--- src/rtl/dma_xfer_ctrl.sv ---
// DMA transfer engine: decodes DMAEN/DMASRC/DMADST/DMALEN register writes
// and copies DMALEN words as read-then-write bursts of up to MAX_BURST beats.
// Optional macro: DMA_ABORT_EN (EN=0 while busy ends the copy at the next
// burst boundary); when undefined, busy-state EN writes are ignored.
// Ports: clk, rst (sync, active-high); s_addr/s_data/s_en register port;
//   r_valid/readData and w_valid master beat handshakes;
//   addr/bweb/write_data/burst_len/CEB/WEB master request; interrupt_dma.
module dma_xfer_ctrl #(
  parameter int          DATA_W    = 32,
  parameter int          MAX_BURST = 16,
  parameter logic [11:0] OFS_EN    = 12'h100,
  parameter logic [11:0] OFS_SRC   = 12'h200,
  parameter logic [11:0] OFS_DST   = 12'h300,
  parameter logic [11:0] OFS_LEN   = 12'h400
) (
  input  logic              clk,
  input  logic              rst,
  input  logic [DATA_W-1:0] s_addr,
  input  logic [DATA_W-1:0] s_data,
  input  logic              s_en,
  input  logic              r_valid,
  input  logic              w_valid,
  input  logic [DATA_W-1:0] readData,
  output logic [DATA_W-1:0] addr,
  output logic [3:0]        bweb,
  output logic [DATA_W-1:0] write_data,
  output logic [3:0]        burst_len,
  output logic              CEB,
  output logic              WEB,
  output logic              interrupt_dma
);

  localparam int PW = $clog2(MAX_BURST);
  localparam int BW = PW + 1;

  typedef enum logic [2:0] {
    S_IDLE, S_LOAD, S_RD_REQ, S_RD_DATA,
    S_WR_REQ, S_WR_DATA, S_NEXT, S_DONE
  } state_t;

  state_t r_state, w_nxt;

  logic              r_en;
  logic [DATA_W-1:0] r_src, r_dst;
  logic [15:0]       r_len, r_rem;
  logic [BW-1:0]     r_beats, r_ptr;
  logic              r_abort;
  logic [DATA_W-1:0] r_addr;
  logic [3:0]        r_bweb, r_burst_len;
  logic              r_web, r_irq;
  logic [DATA_W-1:0] r_buf [MAX_BURST];

  logic          w_cfg, w_busy;
  logic          w_en_wr, w_src_wr, w_dst_wr, w_len_wr;
  logic          w_abort_set, w_last;
  logic [BW-1:0] w_beats;
  logic [DATA_W-1:0] w_step;
  logic          w_unused;

  assign w_cfg    = (r_state == S_IDLE) || (r_state == S_DONE);
  assign w_busy   = !w_cfg;
  assign w_en_wr  = s_en && (s_addr[11:0] == OFS_EN);
  assign w_src_wr = s_en && (s_addr[11:0] == OFS_SRC) && w_cfg;
  assign w_dst_wr = s_en && (s_addr[11:0] == OFS_DST) && w_cfg;
  assign w_len_wr = s_en && (s_addr[11:0] == OFS_LEN) && w_cfg;

`ifdef DMA_ABORT_EN
  assign w_abort_set = w_en_wr && !s_data[0] && w_busy;
`else
  assign w_abort_set = 1'b0;
`endif

  assign w_beats = (r_rem >= 16'(MAX_BURST)) ? BW'(MAX_BURST)
                                             : r_rem[BW-1:0];
  assign w_last  = (r_ptr == r_beats - BW'(1));
  assign w_step  = DATA_W'({r_beats, 2'b00});

  assign w_unused = ^{s_addr[DATA_W-1:12], s_data[DATA_W-1:16], r_en};

  assign addr          = r_addr;
  assign bweb          = r_bweb;
  assign burst_len     = r_burst_len;
  assign WEB           = r_web;
  assign interrupt_dma = r_irq;
  assign CEB           = !((r_state == S_RD_REQ) ||
                           (r_state == S_WR_REQ));
  assign write_data    = r_buf[r_ptr[PW-1:0]];

  always_ff @(posedge clk) begin
    if (rst) r_state <= S_IDLE;
    else     r_state <= w_nxt;
  end

  always_comb begin
    w_nxt = r_state;
    unique case (r_state)
      S_IDLE:    if (w_en_wr && s_data[0]) w_nxt = S_LOAD;
      S_LOAD:    if (r_abort || r_rem == 16'd0) w_nxt = S_DONE;
                 else w_nxt = S_RD_REQ;
      S_RD_REQ:  w_nxt = S_RD_DATA;
      S_RD_DATA: if (r_valid && w_last) w_nxt = S_WR_REQ;
      S_WR_REQ:  w_nxt = S_WR_DATA;
      S_WR_DATA: if (w_valid && w_last)
                   w_nxt = (r_abort || w_abort_set) ? S_DONE : S_NEXT;
      S_NEXT:    w_nxt = S_LOAD;
      S_DONE:    if (w_en_wr) w_nxt = s_data[0] ? S_LOAD : S_IDLE;
      default:   w_nxt = S_IDLE;
    endcase
  end

  always_ff @(posedge clk) begin
    if (r_state == S_RD_DATA && r_valid)
      r_buf[r_ptr[PW-1:0]] <= readData;
  end

  always_ff @(posedge clk) begin
    if (rst) begin
      r_en        <= 1'b0;
      r_src       <= '0;
      r_dst       <= '0;
      r_len       <= '0;
      r_rem       <= '0;
      r_beats     <= '0;
      r_ptr       <= '0;
      r_abort     <= 1'b0;
      r_addr      <= '0;
      r_bweb      <= 4'hF;
      r_burst_len <= '0;
      r_web       <= 1'b1;
      r_irq       <= 1'b0;
    end else begin
      r_irq <= (w_nxt == S_DONE);
      if (w_src_wr) r_src <= {s_data[DATA_W-1:2], 2'b00};
      if (w_dst_wr) r_dst <= {s_data[DATA_W-1:2], 2'b00};
      if (w_len_wr) r_len <= s_data[15:0];
      if (w_en_wr && (w_cfg || w_abort_set)) r_en <= s_data[0];
      if (w_abort_set) r_abort <= 1'b1;
      unique case (r_state)
        S_IDLE, S_DONE: begin
          // LEN is consumed on start, so a re-enable needs a fresh LEN.
          if (w_nxt == S_LOAD) begin
            r_rem   <= r_len;
            r_len   <= '0;
            r_abort <= 1'b0;
          end
        end
        S_LOAD: begin
          r_beats <= w_beats;
          if (w_nxt == S_RD_REQ) begin
            r_addr      <= r_src;
            r_burst_len <= 4'(w_beats - BW'(1));
            r_web       <= 1'b1;
            r_bweb      <= 4'hF;
          end
        end
        S_RD_DATA: begin
          if (r_valid) begin
            r_ptr <= w_last ? '0 : r_ptr + BW'(1);
            if (w_last) begin
              r_addr <= r_dst;
              r_web  <= 1'b0;
              r_bweb <= 4'h0;
            end
          end
        end
        S_WR_DATA: begin
          if (w_valid) r_ptr <= w_last ? '0 : r_ptr + BW'(1);
        end
        S_NEXT: begin
          r_src <= r_src + w_step;
          r_dst <= r_dst + w_step;
          r_rem <= r_rem - 16'(r_beats);
        end
        default: ;
      endcase
    end
  end

endmodule

--- config.mk ---
export PLATFORM = sky130hd
export DESIGN_NAME = dma_xfer_ctrl
export DESIGN_NICKNAME = d
export VERILOG_FILES = /design/src/rtl/dma_xfer_ctrl.sv
export SDC_FILE = /design/constraint.sdc
export NUM_CORES = 1
export LEC_CHECK = 0
export CORE_AREA = 2 2 227 229
export CTS_CLUSTER_SIZE = 10
export DETAILED_ROUTE_END_ITERATION = 8
export DIE_AREA = 0 0 229 231
export PLACE_DENSITY = 0.72
export SYNTH_ARGS = -nofsm -noshare
export SYNTH_HDL_FRONTEND = slang
export SYNTH_SLANG_ARGS = --single-unit
--- constraint.sdc ---
create_clock -name clk -period 6.1 [get_ports clk]
set_input_delay 1.22 -clock clk [delete_from_list [all_inputs] [get_ports clk]]
set_output_delay 1.22 -clock clk [all_outputs]
set_load 0.01 [all_outputs]
==> metrics.txt <==
register share of total power 0.488; Main synth FF type edfxtp_1; HPWL Detailed 38.7 mm; final worst path period need 4.74 ns; via density per instance roughly 6.4; H-tree levels 3; Worst R2R Start r_state[1]; layout cells sized above 1 0.169; hold path start r_len[12]; ys async rst share 0; Longest Clk Path Bufs 3; Final Wtd Congestion 0.893; Cell Rows 83; mux share of post-synthesis cell area 0.147; Reg2Reg Depth 5; status completed; Crit-path slowest cell dfxtp_4; RSZ-0062 raised after global routing false; worst skew pair latency 0.63 ns; EDFF count, synth 512; Post-DRT Antenna Nets 0; Post-CTS Resized 0; Adder-Cell Fraction of Synth Area 0.0118; Yosys top cell by area edfxtp_1; Clock Power Share 0.395; RR Endpoint r_buf[6][5]; chip height 231 um; Comb pwr share 0.117; sequential area share after synthesis 0.666; global-route wire length before repair 101 mm; Yosys Warn Count 0; Final Slew Violations 0; sw frac 0.244; total CTS buffers 77; initial antenna violation count 1; WHS Endpoint r_len[12]; largest family of logic cells by synthesized area multiplexers; worst-margin pin slew ~1.2 ns; total number of vias about 17000; Startpoint Class flip-flop; Hold-fix buffers, CTS 0; clk_skew around 0.042 ns; CP Max Fanout 58; residual DRC count 0; Clock Sink Count around 660; fin nets 1993; GRT Residual Overflow 0; most common cell after layout, fill and taps aside edfxtp_1; root buffer cell clkbuf_16; post-synthesis xor/xnor area fraction 0.00542; Cell Pwr Density 325 nW/um^2; Synth area leaders edfxtp_1, mux4_2, dfxtp_1; post-synth top area share 0.560; slowest cell delay on critical path 0.91 ns; CTS tree yes; Leak 9.87 nW; worst path arrival time 3.52 ns; Initial Utilization 0.542; gr usage total 0.255; Max Fclk between 200 and 250 MHz; total negative slack 0 ns; Synth Area in Simple Gates 0.0679; Syn Area/Cell 16.0 sq um; number of global-route vias before repair 16793; complex-gate fraction of the synthesized area 0.0801; io pins 176; CTS clk-pin slew, worst paths 0.05 ns; Seq cells post-synth 657; CORE AREA 50700 sq um; die area 52900 sq um; Buf+Inv Stages, Crit Path 2; cell family contributing the most delay on the critical path buffers and inverters; Initial DRC Count 1602; largest net degree at the start of global routing 62; Internal Power 7.85 mW; number of port buffers 153; Max transition margin 0.181; Final Hold Vio Count 0; most frequent CP cell mux4_2; Syn-to-layout area delta 16.4%; Tot Pwr 10.4 mW; final setup vio count 0; number of max-cap violations 0; Switching Power 2.53 mW; worst hold path class reg2reg; post-CTS setup buffers 0; WS Path Type reg2out; most frequent cells in the layout edfxtp_1, mux4_2, clkdlybuf4s50_1; count of unique library cells instantiated by Yosys 75; peak supply drop 0.200 mV; period utilization 0.777; Die W 229 um; WP data required just under 5 ns; TritonRoute pass-1 iters 6; final WL about 67 mm; Crit. End Element output port; Wirelength per Cell 26.0 um; CP Cell Sequence buf_4 > mux4_2 > mux4_2 > clkdlybuf4s50_1; post-synthesis cell count 1716; hold path depth 2; reg2reg setup slack 2.37 ns; fillers 3648; post-synthesis instance area between 20000 and 30000 sq um
-- final cells by class --
| cell class | instances | area, sq um | area share |
|---|---|---|---|
| tap | 680 | 851 | 0.0266 |
| sequential | 657 | 18300 | 0.573 |
| multi-input combinational | 922 | 8710 | 0.273 |
| antenna | 1 | 2.50 | 0.0000784 |
| clock buffer | 102 | 2050 | 0.0642 |
| inverter | 28 | 105 | 0.00329 |
| timing repair buffer | 182 | 1770 | 0.0554 |
| clock inverter | 10 | 165 | 0.00517 |
-- cells by family after synthesis --
family / Yosys count
DFF: 657
buffers and inverters: 138
adders and majority gates: 24
AOI/OAI and AO/OA: 310
xor gates and xnor gates: 17
muxes: 204
other: 1
and+or+nand+nor: 365
-- metal layers --
layer / routed length (um) / track usage / up-vias
li1: - / - / 7247
met1: 26200 / 0.330 / 8474
met2: 34500 / 0.435 / 716
met3: 4550 / 0.0497 / 125
met4: 1980 / 0.0893 / 0
met5: 0 / 0 / -
-- registers in the layout (all words and copies together) (netlist names), named ones only --
signal         flops
r_buf            512
addr              30
r_dst             30
r_src             30
r_len             16
r_rem             16
r_beats            5
r_ptr              5
burst_len          4
r_state            3
bweb               1
interrupt_dma      1
-- worst max path at each step --
stage,startpoint,endpoint,slack [ns],depth (start not counted)
after floorplan,r_valid,r_buf[3][0],1.80,4
after global placement,s_addr[0],r_dst[11],1.97,6
after detailed placement,s_addr[0],r_dst[19],1.92,6
after CTS,flip-flop,write_data[20],1.29,4
after global routing,flip-flop,write_data[1],1.19,4
final,flip-flop,write_data[1],1.36,4
-- tightest hold or removal path: cells and delay by family, from the launching register on --
family | cells | cell delay [ns]
simple gates | 1 | 0.05
compound gates | 1 | 0.05
flops | 1 | 0.30
-- power by group through the flow --
stage / Clock [mW] / Sequential (mW) / Combinational [mW]
floorplan: 0 / 5.14 / 0.734
global placement: 0 / 5.15 / 1.18
detailed placement: 0 / 5.15 / 1.20
CTS: 4.16 / 5.07 / 1.21
global route: 4.32 / 5.08 / 1.31
finish: 4.10 / 5.07 / 1.21
-- synthesized netlist by cell type (23+ instances only) --
cell type and instances:
nand3_1 39, clkbuf_1 72, mux2i_1 44, a31oi_1 40, or3_1 23, mux4_2 160
o311a_1 30, nand2_1 115, a21oi_1 57, dfxtp_1 145, nor2_1 66, o21ai_0 44
o211ai_1 31, edfxtp_1 512, inv_1 27
-- per-stage QoR --
stage | worst slack, ns | instances | util | instance area (sq um) | hold WS [ns]
2_1_floorplan | 1.80 | 1717 | - | 27500 | 0.432
3_3_place_gp | 1.97 | 2469 | 0.586 | 29700 | 0.446
3_5_place_dp | 1.92 | 2469 | 0.586 | 29700 | 0.445
4_1_cts | 1.29 | 2581 | 0.630 | 31900 | 0.454
5_1_grt | 1.19 | 2582 | 0.630 | 31900 | 0.486
6_report | 1.36 | 2582 | 0.630 | 31900 | 0.454
(Power assumes the default switching activity.)
